[config.mk]
export PLATFORM = sky130hd
export DESIGN_NAME = router_sync_np
export DESIGN_NICKNAME = d
export VERILOG_FILES = /design/src/rtl/router_sync_np.sv
export SDC_FILE = /design/constraint.sdc
export NUM_CORES = 1
export LEC_CHECK = 0
export ABC_AREA = 0
export BUFFER_PORTS_ARGS = -buffer_cell sky130_fd_sc_hd__buf_2
export CAP_MARGIN = 5
export CORE_UTILIZATION = 47
export CTS_CLUSTER_DIAMETER = 50
export DETAILED_ROUTE_END_ITERATION = 10
export GPL_TIMING_DRIVEN = 0
export PLACE_DENSITY = 0.83
export SYNTH_ARGS = -nofsm -noshare
export SYNTH_HDL_FRONTEND = slang
export SYNTH_SLANG_ARGS = --single-unit
[constraint.sdc]
create_clock -name clk -period 1.9 [get_ports clk]
set_input_delay 0.38 -clock clk [delete_from_list [all_inputs] [get_ports clk]]
set_output_delay 0.38 -clock clk [all_outputs]
set_load 0.02 [all_outputs]
[src/rtl/router_sync_np.sv]
// Address latch, write-enable/full steering and per-port stall timers between
// the router FSM and its NUM_PORTS output FIFOs.
module router_sync_np #(
  parameter int NUM_PORTS = 3,
  parameter int ADDR_W    = 2,
  parameter int TIMEOUT   = 30,
  parameter int CNT_W     = 5
) (
  input  logic                 clk,
  input  logic                 reset,
  input  logic                 detect_add,
  input  logic [ADDR_W-1:0]    datain,
  input  logic                 write_enb_reg,
  input  logic [NUM_PORTS-1:0] read_enb,
  input  logic [NUM_PORTS-1:0] empty,
  input  logic [NUM_PORTS-1:0] full,
  output logic [NUM_PORTS-1:0] vld_out,
  output logic [NUM_PORTS-1:0] write_enb,
  output logic                 fifo_full,
  output logic [NUM_PORTS-1:0] soft_reset,
  output logic                 addr_err
);

  localparam logic [CNT_W-1:0] CNT_LAST = CNT_W'(TIMEOUT - 1);

  logic [ADDR_W-1:0]    addr_q, addr_d;
  logic                 addr_err_q, addr_err_d;
  logic [CNT_W-1:0]     cnt_q [NUM_PORTS];
  logic [CNT_W-1:0]     cnt_d [NUM_PORTS];
  logic [NUM_PORTS-1:0] soft_reset_q, soft_reset_d;
  logic [NUM_PORTS-1:0] stall;

  // A new header only takes effect from the next cycle; a same-cycle write uses the old address.
  always_comb begin
    addr_d     = addr_q;
    addr_err_d = addr_err_q;
    if (detect_add) begin
      addr_d     = datain;
      addr_err_d = (int'(datain) >= NUM_PORTS);
    end
  end

  always_comb begin
    write_enb = '0;
    fifo_full = 1'b0;
    for (int i = 0; i < NUM_PORTS; i++) begin
      if (!addr_err_q && (addr_q == ADDR_W'(i))) begin
        write_enb[i] = write_enb_reg;
        fifo_full    = full[i];
      end
    end
  end

  assign vld_out = ~empty;
  assign stall   = vld_out & ~read_enb;

  // Counter returns to zero on the firing edge, so a persistent stall re-fires every TIMEOUT cycles.
  always_comb begin
    soft_reset_d = '0;
    for (int i = 0; i < NUM_PORTS; i++) begin
      cnt_d[i] = '0;
      if (stall[i]) begin
        if (cnt_q[i] == CNT_LAST) begin
          soft_reset_d[i] = 1'b1;
        end else begin
          cnt_d[i] = cnt_q[i] + 1'b1;
        end
      end
    end
  end

  always_ff @(posedge clk) begin
    if (reset) begin
      addr_q       <= '0;
      addr_err_q   <= 1'b0;
      soft_reset_q <= '0;
      for (int i = 0; i < NUM_PORTS; i++) cnt_q[i] <= '0;
    end else begin
      addr_q       <= addr_d;
      addr_err_q   <= addr_err_d;
      soft_reset_q <= soft_reset_d;
      for (int i = 0; i < NUM_PORTS; i++) cnt_q[i] <= cnt_d[i];
    end
  end

  assign soft_reset = soft_reset_q;
  assign addr_err   = addr_err_q;

endmodule

==> results of run 1 <==
[logic make-up after synthesis]
family                   Yosys count  share of synthesized area [%]
buffers and inverters              6                           2.61
adder cells (fa/ha/maj)            6                           8.71
multiplexers                       3                           3.48
flip-flops                        21                           48.8
AND/OR/NAND/NOR                   42                           25.7
XOR/XNOR                           9                           9.14
AO/OA/AOI/OAI                      2                           1.60
[per-layer routing]
layer | track usage (%) | vias up
li1 | - | 352
met3 | 4.00 | 2
met4 | 5.45 | 0
met1 | 16.5 | 282
met2 | 25.6 | 16
met5 | 0 | -
[cells in the final DEF, fill, tap and decap left out, drive strengths merged, types with 3 or more instances in the layout]
master  instances
buf            25
dfxtp          21
nor2           18
nand3           7
inv             6
xor2            6
ha              6
nor2b           4
clkbuf          4
mux2i           3
nand4           3
xnor2           3
nor3            3
nand2           3
[report_power, final]
part / leakage [nW] / internal [W] / switching, W / total [W]
sequential: 0.170 / 0.000447 / 0.00000743 / 0.000454
clock: 0.0150 / 0.0000814 / 0.000117 / 0.000198
combinational: 0.275 / 0.0000320 / 0.0000374 / 0.0000694
total: 0.460 / 0.000560 / 0.000162 / 0.000722
[through the flow]
stage / area, sq um / std cells
floorplan: 862 / 89
global placement: 1020 / 139
detailed placement: 1020 / 139
CTS: 1040 / 143
global route: 1040 / 143
finish: 1040 / 143
[worst paths after layout]
check	cells past startpoint	end	start
worst min-delay path	3	addr_q[0]	datain[0]
worst max register to register	4	cnt_q[0][7]	cnt_q[0][5]
worst max-delay path	4	fifo_full	addr_q[1]
worst min register to register	1	cnt_q[0][5]	cnt_q[0][5]
[flip-flops by register name (all words and copies together) (netlist names)]
register and flops:
cnt_q 15, addr_err 1, soft_reset 3, addr_q 2
[worst reg2reg max path: cells and delay by family, from the launching register on]
kind,cells,cell delay (ns)
adder cells (fa/ha/maj),1,0.17
flip-flops,1,0.39
AND/OR/NAND/NOR,3,0.35
[final cells by class]
type,instances,area share (%)
Multi-Input combinational cell,62,40.1
Timing Repair Buffer,25,12.0
Sequential cell,21,40.2
Tap cell,25,2.99
Clock buffer,4,2.51
Inverter,6,2.16
==> qor.txt, run 1 <==
Lkg Pwr -> 0.460 nW
Clock Path Buffers -> 2
H-tree depth -> 1
Yosys top cell area share -> 48.8%
Buffers added on ports -> 25
Crit path max fanout -> 5
R2r setup slk -> 0.89 ns
Metal-1 WL -> 599 microns
CTS tree -> yes
First-pass GRT wire length -> 2130 microns
YS warnings -> 0
Met3 wire length -> 82 microns
Layout area overhead -> 21.2%
FF/Latch Area -> 420 sq um
GRT Total Usage -> 14.4%
Die Span X -> 44.8 microns
Power Total -> 0.000722 W
Core box area -> 0.00173 sq mm
Detailed Route WL -> 1320 microns
GP Congestion -> 0.720
DPL Wire Length -> 1090 microns
Pwr dens -> 691 mW/mm^2
TritonCTS Buffers -> 3
Number of synthesized flops with an enable pin -> 0
Crit-path cells -> mux2i_1, a2bb2oi_1, nor2_1, buf_2
Max Cap Viol -> 0
Cell Rows -> 15
Final Cycle Share -> 88.1%
Ys async rst share -> 0%
Top layer in use -> met4
Cell variety after synth -> 20
Clock tree sinks -> 21
Crit path DAT -> 1.29 ns
Die area -> 0.00201 sq mm
Met2 Routed Length -> 625 microns
Total global routing overflow -> 0
Initial antenna violation count -> 0
Synth cell count leaders -> 21 x dfxtp_1, 18 x nor2_1, 7 x nand3_1
Drt first pass iters -> 3
Required @ worst endpoint -> 1.52 ns
Share of cells above drive strength 1 -> 27.1%
Worst hold slack -> 0.340 ns
# hold bufs at CTS -> 0
WP buf/inv -> 1
Postcts setup bufs -> 0
Leading area contributor after synthesis -> dfxtp_1
Slew Limit Fails -> 0
Status -> completed
Clock Skews -> 0.00152 ns
Maximum VDD drop -> 0.409 mV
Final worst slack -> 0.227 ns
# fillers -> 156
Vias per cell -> 4.56
Routed Antenna Nets -> 0
Finished Core Util -> 60.5%
Critical path's slowest cell -> dfxtp_1
Min-delay worst type -> input port to register
FF+latch count, synth -> 21
Vias in the first global route -> 547
Setup violators final -> 0
IO Pins -> 26
Pre-CTS setup slack -> 0.539 ns
DR WL/cell -> 9.24 microns
CTS Root Cell -> clkbuf_4
Clock Latency Late Sink -> 0.28 ns
Synthesized Nets -> 110
Multi-input logic area -> 419 sq um
Largest net degree at the start of global routing -> 12
Initial core utilization -> 49.9%
FMAX -> 598 MHz
Max_slew headroom -> 82.8%
Top delay family on crit path -> flip-flops
CP max stage delay -> 0.43 ns
Worst-margin pin slew -> 0.255 ns
Antenna diode count -> 0
CP Launch Type -> register
Die Span Y -> 44.8 microns
CP endpoint kind -> output pin
Reg clk slew, reported paths -> 0.10 ns
Main synth FF type -> dfxtp_1
Clock period minus worst slack -> 1.67 ns
Post-route DRC -> 0
Sum Neg Setup Slack -> 0 ns
Sequential area share after synthesis -> 48.8%
RSZ-0062 raised after global routing -> no
Initial DRC Count -> 6
Mapped cell area -> 862 sq um
Syn Inst Count -> 89
Critical path class -> register to output pin
Fin. Hold Viols -> 0
Most common cell in the synthesized netlist -> dfxtp_1
Avg Inst Size Synth -> 9.69 sq um
Top cells by area, synth -> dfxtp_1 49%, ha_1 8.7%, nor2_1 7.8%, xor2_1 6.1%, nand3_1 4.1%
Final net count -> 140
Post-CTS sizing -> 0
Routed via count -> 652
(Power assumes the default switching activity.)
==> run 2, diff against run 1 <==
--- a/config.mk
+++ b/config.mk
@@ -8,11 +8,11 @@
 export ABC_AREA = 0
 export BUFFER_PORTS_ARGS = -buffer_cell sky130_fd_sc_hd__buf_2
 export CAP_MARGIN = 5
-export CORE_UTILIZATION = 47
+export CORE_UTILIZATION = 52
 export CTS_CLUSTER_DIAMETER = 50
 export DETAILED_ROUTE_END_ITERATION = 10
 export GPL_TIMING_DRIVEN = 0
-export PLACE_DENSITY = 0.83
+export PLACE_DENSITY = 0.9
 export SYNTH_ARGS = -nofsm -noshare
 export SYNTH_HDL_FRONTEND = slang
 export SYNTH_SLANG_ARGS = --single-unit
==> qor.txt, run 2 (synthesis results as in run 1) <==
Status -> completed
Commonest non-fill, non-tap cells in the layout -> 25 x buf_2, 21 x dfxtp_1, 18 x nor2_1
Detailed Route WL -> 1540 microns
Die Span Y -> 42.7 microns
Clock period minus worst slack -> 1.71 ns
Fin. Hold Viols -> 0
Buffers added on ports -> 25
Postcts setup bufs -> 0
Max Cap Viol -> 0
Routed Antenna Nets -> 0
Initial antenna violation count -> 0
Vias in the first global route -> 594
RSZ-0062 raised after global routing -> no
Crit-path cells -> mux2i_1, a2bb2oi_1, nor2_1, buf_2
Clock Skews -> 0.00357 ns
Routed via count -> 678
Maximum VDD drop -> 0.507 mV
Die area -> 0.00182 sq mm
CP max stage delay -> 0.42 ns
WP buf/inv -> 1
Clock tree sinks -> 21
Final Cycle Share -> 90.2%
Reg clk slew, reported paths -> 0.10 ns
Most common cell after layout, fill and taps aside -> buf_2
CTS Root Cell -> clkbuf_4
Worst-margin pin slew -> 0.231 ns
CP endpoint kind -> output pin
Core box area -> 0.00152 sq mm
Vias per cell -> 5.06
GRT Total Usage -> 18.1%
Post-CTS sizing -> 0
Final net count -> 140
Max reg flops -> 15
Antenna diode count -> 0
IO Pins -> 26
CP Launch Type -> register
Layout area overhead -> 19.9%
Pwr dens -> 706 mW/mm^2
Initial DRC Count -> 6
Sum Neg Setup Slack -> 0 ns
DR WL/cell -> 11.5 microns
Die Span X -> 42.7 microns
GP Congestion -> 0.693
Post-route DRC -> 0
DPL Wire Length -> 1240 microns
Drt first pass iters -> 4
Critical path's slowest cell -> dfxtp_1
First-pass GRT wire length -> 2400 microns
Min-delay worst type -> input port to register
Initial core utilization -> 56.6%
Clock Latency Late Sink -> 0.29 ns
Power Total -> 0.000730 W
Critical path class -> register to output pin
Setup violators final -> 0
Share of cells above drive strength 1 -> 27.1%
Clock Path Buffers -> 2
Largest net degree at the start of global routing -> 12
# hold bufs at CTS -> 0
Required @ worst endpoint -> 1.52 ns
Slew Limit Fails -> 0
Crit path max fanout -> 5
Cell Rows -> 14
Crit path DAT -> 1.33 ns
FMAX -> 584 MHz
Top delay family on crit path -> flip-flops
H-tree depth -> 1
Max_slew headroom -> 84.4%
Total global routing overflow -> 0
TritonCTS Buffers -> 3
Top reg by flops -> cnt_q
CTS tree -> yes
Lkg Pwr -> 0.460 nW
[run 2: per-stage QoR]
step	instances	util [%]	setup WS (ns)	hold slack (ns)	cell area [sq um]
3_3_place_gp	130	66.1	0.567	0.446	1010
6_report	134	67.8	0.186	0.341	1030
4_1_cts	134	67.8	0.152	0.337	1030
3_5_place_dp	130	66.1	0.475	0.456	1010
2_1_floorplan	89	-	0.335	0.433	862
5_1_grt	134	67.8	0.0789	0.341	1030
[run 2: final timing paths]
check / startpoint / endpoint / slack (ns) / depth (start not counted)
worst max register to register: cnt_q[0][5] / cnt_q[0][7] / 0.86 / 4
worst min-delay path: datain[0] / addr_q[0] / 0.34 / 3
worst max-delay path: addr_q[1] / fifo_full / 0.19 / 4
worst min register to register: cnt_q[0][0] / cnt_q[0][0] / 0.48 / 1
[run 2: final cells by class]
type / instances / area (sq um)
Timing Repair Buffer: 25 / 125
Inverter: 6 / 22.5
Multi-Input combinational cell: 62 / 419
Clock buffer: 4 / 26.3
Fill cell: 126 / 490
Tap cell: 16 / 20.0
Sequential cell: 21 / 420
[run 2: worst reg2reg max path: stages (launching register included)]
cell and delay [ns]:
dfxtp_1 0.40, ha_1 0.18, nand4_1 0.11, nand2_1 0.18, nor2_1 0.07
[run 2: routing by layer]
metal  vias up  wire length (microns)  global-route usage, %
met1       298                    615                   18.3
li1        354                      -                      -
met5         -                      0                      0
met2        22                    815                   34.5
met4         0                     27                   9.38
met3         4                     79                   2.98
[run 2: power breakdown]
part | total, W | switching [W] | internal (W)
sequential | 0.000454 | 0.00000728 | 0.000447
combinational | 0.0000712 | 0.0000392 | 0.0000320
clock | 0.000205 | 0.000123 | 0.0000817
